<file path="config.mk">
export PLATFORM = sky130hd
export DESIGN_NAME = spi_bridge_flat
export DESIGN_NICKNAME = d
export VERILOG_FILES = /design/src/rtl/spi_bridge_if.sv /design/src/rtl/spi_bridge.sv /design/src/flat_wrapper.sv
export SDC_FILE = /design/constraint.sdc
export NUM_CORES = 1
export LEC_CHECK = 0
export ABC_AREA = 0
export BUFFER_PORTS_ARGS = -buffer_cell sky130_fd_sc_hd__buf_2
export CAP_MARGIN = 30
export CORE_MARGIN = 2
export CORE_UTILIZATION = 49
export DETAILED_ROUTE_END_ITERATION = 16
export PLACE_DENSITY = 0.83
export SLEW_MARGIN = 30
export SYNTH_ARGS = -nofsm -noshare
export SYNTH_HDL_FRONTEND = slang
export SYNTH_SLANG_ARGS = --single-unit
</file>
<file path="constraint.sdc">
create_clock -name clk -period 1.6 [get_ports clk]
set_clock_uncertainty 0.05 [all_clocks]
set_input_delay 0.16 -clock clk [delete_from_list [all_inputs] [get_ports clk]]
set_output_delay 0.16 -clock clk [all_outputs]
set_load 0.02 [all_outputs]
</file>
<file path="src/rtl/spi_bridge_if.sv">
// SPI pins plus the byte-level decoder handshake carried by spi_bridge.
// slave = bridge side, master = SPI master / decoder side.
interface spi_bridge_if;
   logic       sclk;
   logic       cs_n;
   logic       mosi;
   logic       miso;
   logic       byte_sync;
   logic [7:0] data_in;
   logic [7:0] data_out;
   logic       busy;
   logic       frame_err;

   modport slave (
      input  sclk, cs_n, mosi, data_out,
      output miso, byte_sync, data_in, busy, frame_err
   );

   modport master (
      output sclk, cs_n, mosi, data_out,
      input  miso, byte_sync, data_in, busy, frame_err
   );
endinterface

</file>
<file path="src/rtl/spi_bridge.sv">
// SPI mode-0 slave, MSB first, oversampled in the clk domain. Delivers received bytes
// to the decoder with a byte_sync strobe and shifts the decoder's data_out onto miso.
module spi_bridge #(
   parameter int   SYNC_STAGES = 2,
   parameter logic IDLE_MISO   = 1'b0
) (
   input logic        clk,
   input logic        rst,
   spi_bridge_if.slave bus
);

   typedef enum logic {IDLE, ACTIVE} state_e;

   state_e                 state_q, state_d;
   logic [SYNC_STAGES-1:0] sclk_sync_q, sclk_sync_d;
   logic [SYNC_STAGES-1:0] cs_sync_q, cs_sync_d;
   logic [SYNC_STAGES-1:0] mosi_sync_q, mosi_sync_d;
   logic                   sclk_prev_q, sclk_prev_d;
   logic [7:0]             rx_sr_q, rx_sr_d;
   logic [7:0]             tx_sr_q, tx_sr_d;
   logic [7:0]             data_in_q, data_in_d;
   logic [2:0]             bit_cnt_q, bit_cnt_d;
   logic                   byte_sync_q, byte_sync_d;
   logic                   reload_q, reload_d;
   logic                   busy_q, busy_d;
   logic                   frame_err_q, frame_err_d;

   logic sclk_s, cs_s, mosi_s, rise, fall;

   assign sclk_s = sclk_sync_q[SYNC_STAGES-1];
   assign cs_s   = cs_sync_q[SYNC_STAGES-1];
   assign mosi_s = mosi_sync_q[SYNC_STAGES-1];
   assign rise   = sclk_s & ~sclk_prev_q;
   assign fall   = ~sclk_s & sclk_prev_q;

   always_comb begin
      sclk_sync_d = {sclk_sync_q[SYNC_STAGES-2:0], bus.sclk};
      cs_sync_d   = {cs_sync_q[SYNC_STAGES-2:0], bus.cs_n};
      mosi_sync_d = {mosi_sync_q[SYNC_STAGES-2:0], bus.mosi};
      sclk_prev_d = sclk_s;
   end

   always_comb begin
      state_d     = state_q;
      rx_sr_d     = rx_sr_q;
      tx_sr_d     = tx_sr_q;
      data_in_d   = data_in_q;
      bit_cnt_d   = bit_cnt_q;
      busy_d      = busy_q;
      byte_sync_d = 1'b0;
      frame_err_d = 1'b0;
      // data_out is re-sampled one cycle after byte_sync so a decoder reacting to the strobe is seen
      reload_d    = byte_sync_q;
      case (state_q)
         IDLE: begin
            if (!cs_s) begin
               state_d   = ACTIVE;
               tx_sr_d   = bus.data_out;
               bit_cnt_d = 3'd0;
               busy_d    = 1'b1;
            end
         end
         ACTIVE: begin
            if (cs_s) begin
               // release dominates any coincident sclk edge
               state_d     = IDLE;
               busy_d      = 1'b0;
               frame_err_d = (bit_cnt_q != 3'd0);
               rx_sr_d     = 8'd0;
               bit_cnt_d   = 3'd0;
            end else begin
               if (rise) begin
                  rx_sr_d   = {rx_sr_q[6:0], mosi_s};
                  bit_cnt_d = bit_cnt_q + 3'd1;
                  if (bit_cnt_q == 3'd7) begin
                     data_in_d   = {rx_sr_q[6:0], mosi_s};
                     byte_sync_d = 1'b1;
                  end
               end
               if (reload_q)
                  tx_sr_d = bus.data_out;
               else if (fall && bit_cnt_q != 3'd0)
                  tx_sr_d = {tx_sr_q[6:0], 1'b0};
            end
         end
         default: state_d = IDLE;
      endcase
   end

   always_ff @(posedge clk or posedge rst) begin
      if (rst) begin
         state_q     <= IDLE;
         sclk_sync_q <= '0;
         cs_sync_q   <= '1;
         mosi_sync_q <= '0;
         sclk_prev_q <= 1'b0;
         rx_sr_q     <= 8'd0;
         tx_sr_q     <= 8'd0;
         data_in_q   <= 8'd0;
         bit_cnt_q   <= 3'd0;
         byte_sync_q <= 1'b0;
         reload_q    <= 1'b0;
         busy_q      <= 1'b0;
         frame_err_q <= 1'b0;
      end else begin
         state_q     <= state_d;
         sclk_sync_q <= sclk_sync_d;
         cs_sync_q   <= cs_sync_d;
         mosi_sync_q <= mosi_sync_d;
         sclk_prev_q <= sclk_prev_d;
         rx_sr_q     <= rx_sr_d;
         tx_sr_q     <= tx_sr_d;
         data_in_q   <= data_in_d;
         bit_cnt_q   <= bit_cnt_d;
         byte_sync_q <= byte_sync_d;
         reload_q    <= reload_d;
         busy_q      <= busy_d;
         frame_err_q <= frame_err_d;
      end
   end

   assign bus.miso      = (state_q == ACTIVE) ? tx_sr_q[7] : IDLE_MISO;
   assign bus.byte_sync = byte_sync_q;
   assign bus.data_in   = data_in_q;
   assign bus.busy      = busy_q;
   assign bus.frame_err = frame_err_q;

endmodule
</file>
<file path="src/flat_wrapper.sv">
// flat-port wrapper written by rule: the top's interface ports become plain ports
module spi_bridge_flat 
#(
   parameter int   SYNC_STAGES = 2,
   parameter logic IDLE_MISO   = 1'b0
)
  (clk, rst, bus_sclk, bus_cs_n, bus_mosi, bus_data_out, bus_miso, bus_byte_sync, bus_data_in, bus_busy, bus_frame_err);
  spi_bridge_if bus_i ();
  input logic clk;
  input logic rst;
  input wire logic [$bits(bus_i.sclk)-1:0] bus_sclk;
  input wire logic [$bits(bus_i.cs_n)-1:0] bus_cs_n;
  input wire logic [$bits(bus_i.mosi)-1:0] bus_mosi;
  input wire logic [$bits(bus_i.data_out)-1:0] bus_data_out;
  output wire logic [$bits(bus_i.miso)-1:0] bus_miso;
  output wire logic [$bits(bus_i.byte_sync)-1:0] bus_byte_sync;
  output wire logic [$bits(bus_i.data_in)-1:0] bus_data_in;
  output wire logic [$bits(bus_i.busy)-1:0] bus_busy;
  output wire logic [$bits(bus_i.frame_err)-1:0] bus_frame_err;
  assign bus_i.sclk = bus_sclk;
  assign bus_i.cs_n = bus_cs_n;
  assign bus_i.mosi = bus_mosi;
  assign bus_i.data_out = bus_data_out;
  assign bus_miso = bus_i.miso;
  assign bus_byte_sync = bus_i.byte_sync;
  assign bus_data_in = bus_i.data_in;
  assign bus_busy = bus_i.busy;
  assign bus_frame_err = bus_i.frame_err;
  spi_bridge #(.SYNC_STAGES(SYNC_STAGES), .IDLE_MISO(IDLE_MISO)) u_core (.clk(clk), .rst(rst), .bus(bus_i));
endmodule
</file>
======== Yosys cells after proc, flatten, opt, wreduce, memory -nomap -nowiden ========
Index checks and enable logic that the tools add are counted.
cells by class
  add/subtract/negate cells ............... 1
  equality and inequality tests ........... 6
  multiplexer cells ....................... 22
  bitwise logic cells ..................... 6
  reductions and logical operators ........ 8
operators with widths
  kind                                                            count
  8-bit two-way mux                                               4
  8-bit one-hot mux with 2 select lines                           1
  7-bit two-way mux                                               2
  1-bit two-way mux                                               10
  3-bit two-way mux                                               3
  2-bit inequality test (second input constant)                   3
  3-bit inequality test (second input constant)                   2
  3-bit one-hot mux with 2 select lines                           1
  2-bit AND reduction                                             3
  1-bit inverter                                                  4
  4-bit AND reduction                                             1
  3-bit by 1-bit adder with 3-bit output (second input constant)  1
  3-bit equality test (second input constant)                     1
  3-bit AND reduction                                             1
  3-bit nonzero test                                              1
  1-bit bitwise AND                                               2
  1-bit one-hot mux with 2 select lines                           1
  2-bit nonzero test                                              1
  1-bit logical AND                                               1
storage, ports and cells
  register bits ........................... 38
  input bits .............................. 13
  output and inout bits ................... 12
  logic and storage cells ................. 56

======== Logic depth before layout (Yosys ltp) ========
  depth after elaboration ................. 7
  gate-level depth with buffers ........... 6
  depth with buffers taken out ............ 6

======== Least setup slack after synthesis ========
OpenSTA, ideal clock, no wires.
  path kind ............................... reg2reg
  start ................................... register u_core.state_q
  end ..................................... register u_core.tx_sr_q[1]
  setup time .............................. 0.125 ns
  arrival ................................. 1.337 ns
  required time ........................... 1.425 ns
  setup slack ............................. 0.088 ns
  stages on the path, launching flop included .. 6
  path buffers ............................ 0
  clock period less this slack ............ 1.512 ns
  cell sequence ........................... dfrtp_1 > inv_1 > ha_1 > nor2_1 > nand2_8 > mux2_2
on the way
  cells in the longest elaborated chain, start to end .. 3
  elaborated cells on any way between the ends .. 6
  those cells by class .................... eq/ne: 3; mux: 1; bitwise: 1; reduce/logical: 1
ends and longest elaborated chain
  what                                    line               source
  from (decl)                             spi_bridge.sv:14   state_e state_q, state_d;
  from (signal assigned)                  spi_bridge.sv:106  state_q <= state_d;
  1-bit inverter                          spi_bridge.sv:54   case (state_q)
  2-bit inequality test (no source line)  --
  3-bit AND reduction (no source line)    --
  to (signal assigned)                    spi_bridge.sv:112  tx_sr_q <= tx_sr_d;
  to (decl)                               spi_bridge.sv:20   logic [7:0] tx_sr_q, tx_sr_d;
Several ways; a longest one is shown, not always the timed one.
A chain may end at the register's enable or synchronous reset.

======== Worst setup path in the final report ========
  start ................................... register u_core.cs_sync_q[1]
  end ..................................... register u_core.data_in_q[2], in the netlist u_core.bus.data_in[2]
on the way
  cells in the longest elaborated chain, start to end .. 2
ends and longest elaborated chain
  what                                  line               source
  from (decl)                           spi_bridge.sv:16   logic [SYNC_STAGES-1:0] cs_sync_q, cs_sync_d;
  from (signal assigned)                spi_bridge.sv:108  cs_sync_q <= cs_sync_d;
  1-bit inverter (no source line)       --
  4-bit AND reduction (no source line)  --
  to (signal assigned)                  spi_bridge.sv:113  data_in_q <= data_in_d;
  to (decl)                             spi_bridge.sv:21   logic [7:0] data_in_q, data_in_d;
Every way passes these cells.

==> impl_metrics.toml <==
[clock_network]
cts_buffers = 5
h-tree-depth = 2
clkLatencyLatePin_ps = 350
clock-sinks = 38
cts_root_buf = "clkbuf_4"
cts_tree = "done"
path_clk_slew_ps = 110
cts_buffer_depth = 2

[run_status]
status = "finished, final reports clean"

[logic_synthesis]
synth_seq_cells = 38
synthArstFlopShare = 1.000
synth_cell_types = 24
synth_cells = 103
yosysWarnings = 0
synth.avg_cell_area_um2 = 15.33
synth_ff_type = "dfrtp_1"
synth_area_mm2 = 0.001579
synth_area_leaders = "dfrtp_1 57%, mux2_2 12%, mux2_4 6.7%"
synth_seq_area_share = 0.6038
synth.top_cell.area_share = 0.5705
synth_edf_count = 0
syn-num-nets = 122
synth_area_leader_cell = "dfrtp_1"

[critical_path]
worst_path_max_delay_cell = "dfstp_2"
reg2regPathDepth = 4
r2r-start = "u_core.cs_sync_q[1]$_DFF_PP1_"
cp-startpoint = "u_core.cs_sync_q[1]$_DFF_PP1_"
crit_fanout = 8
worst_ep_required_time_ps = 1780
arrival_ps = 1730
worstPathBufferInverterCount = 1
path_cells = "inv_1 -> ha_1 -> nand3_4 -> mux2_2"
crit_path_end_kind = "register"
rr_endpoint = "u_core.bus.data_in[2]$_DFFE_PP0P_"
cpPeakStageDelay_ps = 580
worst-setup-path-type = "register to register"
cp_top_family = "flip-flops"
ff2ff_setup_slack_ps = 60
cp-start-kind = "register"

[placement]
hpwl_um = 1760
dp.cells = 174
dp_slack_ps = -3.737
place_congestion = 0.7916
place.port_buffers = 24

[drt]
ant_nets = 0
vias = 926
initialDrtViolationCount = 26
wl_per_cell_um = 13.47
drc = 0
wl_um = 2545
firstDrtPassIters = 4
viasPerCell = 4.899

[sta]
slew_violations = 0
finalCritPeriodShare = 0.9632
setup-tns-final_ps = 0
setup_viol = 0
setup_ws_ps = 58.90
tightest_slew_ps = 457.7
rsz0062_at_grt = "no"
period_needed_ps = 1541
hold_violations = 0
fmax_mhz = 648.9
slew_headroom = 0.6949

[grt]
antenna_found_initial = 0
grt_pass1_vias = 927
grt_pass1_wl_um = 4291
grt_max_degree = 39
groute.usage.overall = 0.1658
grt_overflow = 0

[power]
finalPower_uw = 1823
p_per_area_mw_per_mm2 = 947.3
ir_drop_mv = 0.6919
p_leak_uw = 0.0009886

[floorplanning]
die_w_um = 60.77
fp.dieArea_mm2 = 0.003692
start_util = 0.5172
die_h_um = 60.77
core-area_mm2 = 0.003053
io_pins = 25
rows = 20

[worst_hold_path]
min_delay_worst_endpoint = "u_core.tx_sr_q[0]$_DFFE_PP0P_"
min_path_cells = 2
hold_path.class = "input port to register"
hold_start = "bus_data_out[0]"

[final_layout]
n_antenna_cell = 0
area_growth_pct = 21.87
drive_gt1_frac = 0.4966
stdcell_count = 189
final_util = 0.6303
fin_nets = 163

[job]
maxCapViolCount = 0
-- flip-flops by register name, indices dropped and copies added, names as in the netlist --
signal,flops
u_core.bus.busy,1
u_core.bit_cnt_q,3
u_core.sclk_prev_q,1
u_core.state_q,1
u_core.reload_q,1
u_core.cs_sync_q,2
u_core.bus.byte_sync,1
u_core.bus.data_in,8
u_core.tx_sr_q,8
u_core.sclk_sync_q,2
u_core.mosi_sync_q,2
u_core.rx_sr_q,7
u_core.bus.frame_err,1
-- per-layer routing --
layer  GRT usage  wire [um]
met1      0.2059       1114
met4     0.09317         69
met2      0.2627       1214
met3     0.04478        148
met5           0          0
-- where the power goes --
group / switching [uW] / internal, uW / total (uW) / leakage (uW)
logic: 108 / 155 / 263 / 0.000467
registers: 42.4 / 1040 / 1080 / 0.000490
clock network: 307 / 172 / 480 / 0.0000322
total: 457 / 1370 / 1820 / 0.000989
-- cell usage after synthesis (all sizes together), types with 2 or more instances --
cell type / instances
dfrtp: 36
nor2: 2
nand2: 3
and2: 2
mux2: 24
dfstp: 2
a22o: 8
nand2b: 2
ha: 6
inv: 7
o21ai: 2
-- area by class of cell --
type / instances / area, um^2
Tap cell: 44 / 55.05
Clock inverter: 2 / 13.76
Timing Repair Buffer: 35 / 225.2
Inverter: 7 / 26.28
Clock buffer: 6 / 41.29
Fill cell: 254 / 1129
Multi-Input combinational cell: 57 / 609.3
Sequential cell: 38 / 953.4
-- placed cells by master (no fill, tap or decap), types with 2 or more instances in the layout --
| master | n |
|---|---|
| dfstp_2 | 2 |
| buf_4 | 6 |
| ha_1 | 6 |
| inv_1 | 7 |
| mux2_2 | 17 |
| clkbuf_4 | 5 |
| nand2b_1 | 2 |
| buf_2 | 24 |
| mux2_4 | 7 |
| dfrtp_1 | 36 |
| a22o_1 | 8 |
| dlygate4sd3_1 | 4 |
| nand2_1 | 2 |
-- metrics by stage --
step                cell area, um^2  hold WS [ps]
global placement               1785         216.3
global route                   1924         19.08
floorplan                      1579         114.5
CTS                            1888        0.4561
detailed placement             1785         218.0
finish                         1924         13.15
-- how the worst max path moves through the flow --
stage,endpoint,slack [ps],cells past startpoint
2_1_floorplan,u_core.tx_sr_q[1]$_DFFE_PP0P_,90,5
3_3_place_gp,u_core.bus.data_in[0]$_DFFE_PP0P_,30,4
3_5_place_dp,u_core.bus.data_in[2]$_DFFE_PP0P_,-4,4
4_1_cts,u_core.bus.data_in[2]$_DFFE_PP0P_,10,4
5_1_grt,u_core.bus.data_in[7]$_DFFE_PP0P_,7,4
6_report,u_core.bus.data_in[2]$_DFFE_PP0P_,60,4
-- kinds of logic after synthesis --
logic type                 share of synthesized area
adders and majority gates                    0.04754
AOI/OAI and AO/OA                            0.07527
muxes                                         0.1878
and+or+nand+nor                              0.06182
buffers and inverters                        0.02377
DFF                                           0.6038
-- what timing repair did --
item                                    CTS  global route
endpoints found under the setup margin    8            21
resized for setup                         1             3
setup buffers                             0             3
endpoints found under the hold margin    39             0
hold buffers                              4             0
pin swaps                                 0             2
Note: power is estimated with default switching activity, not from simulation.
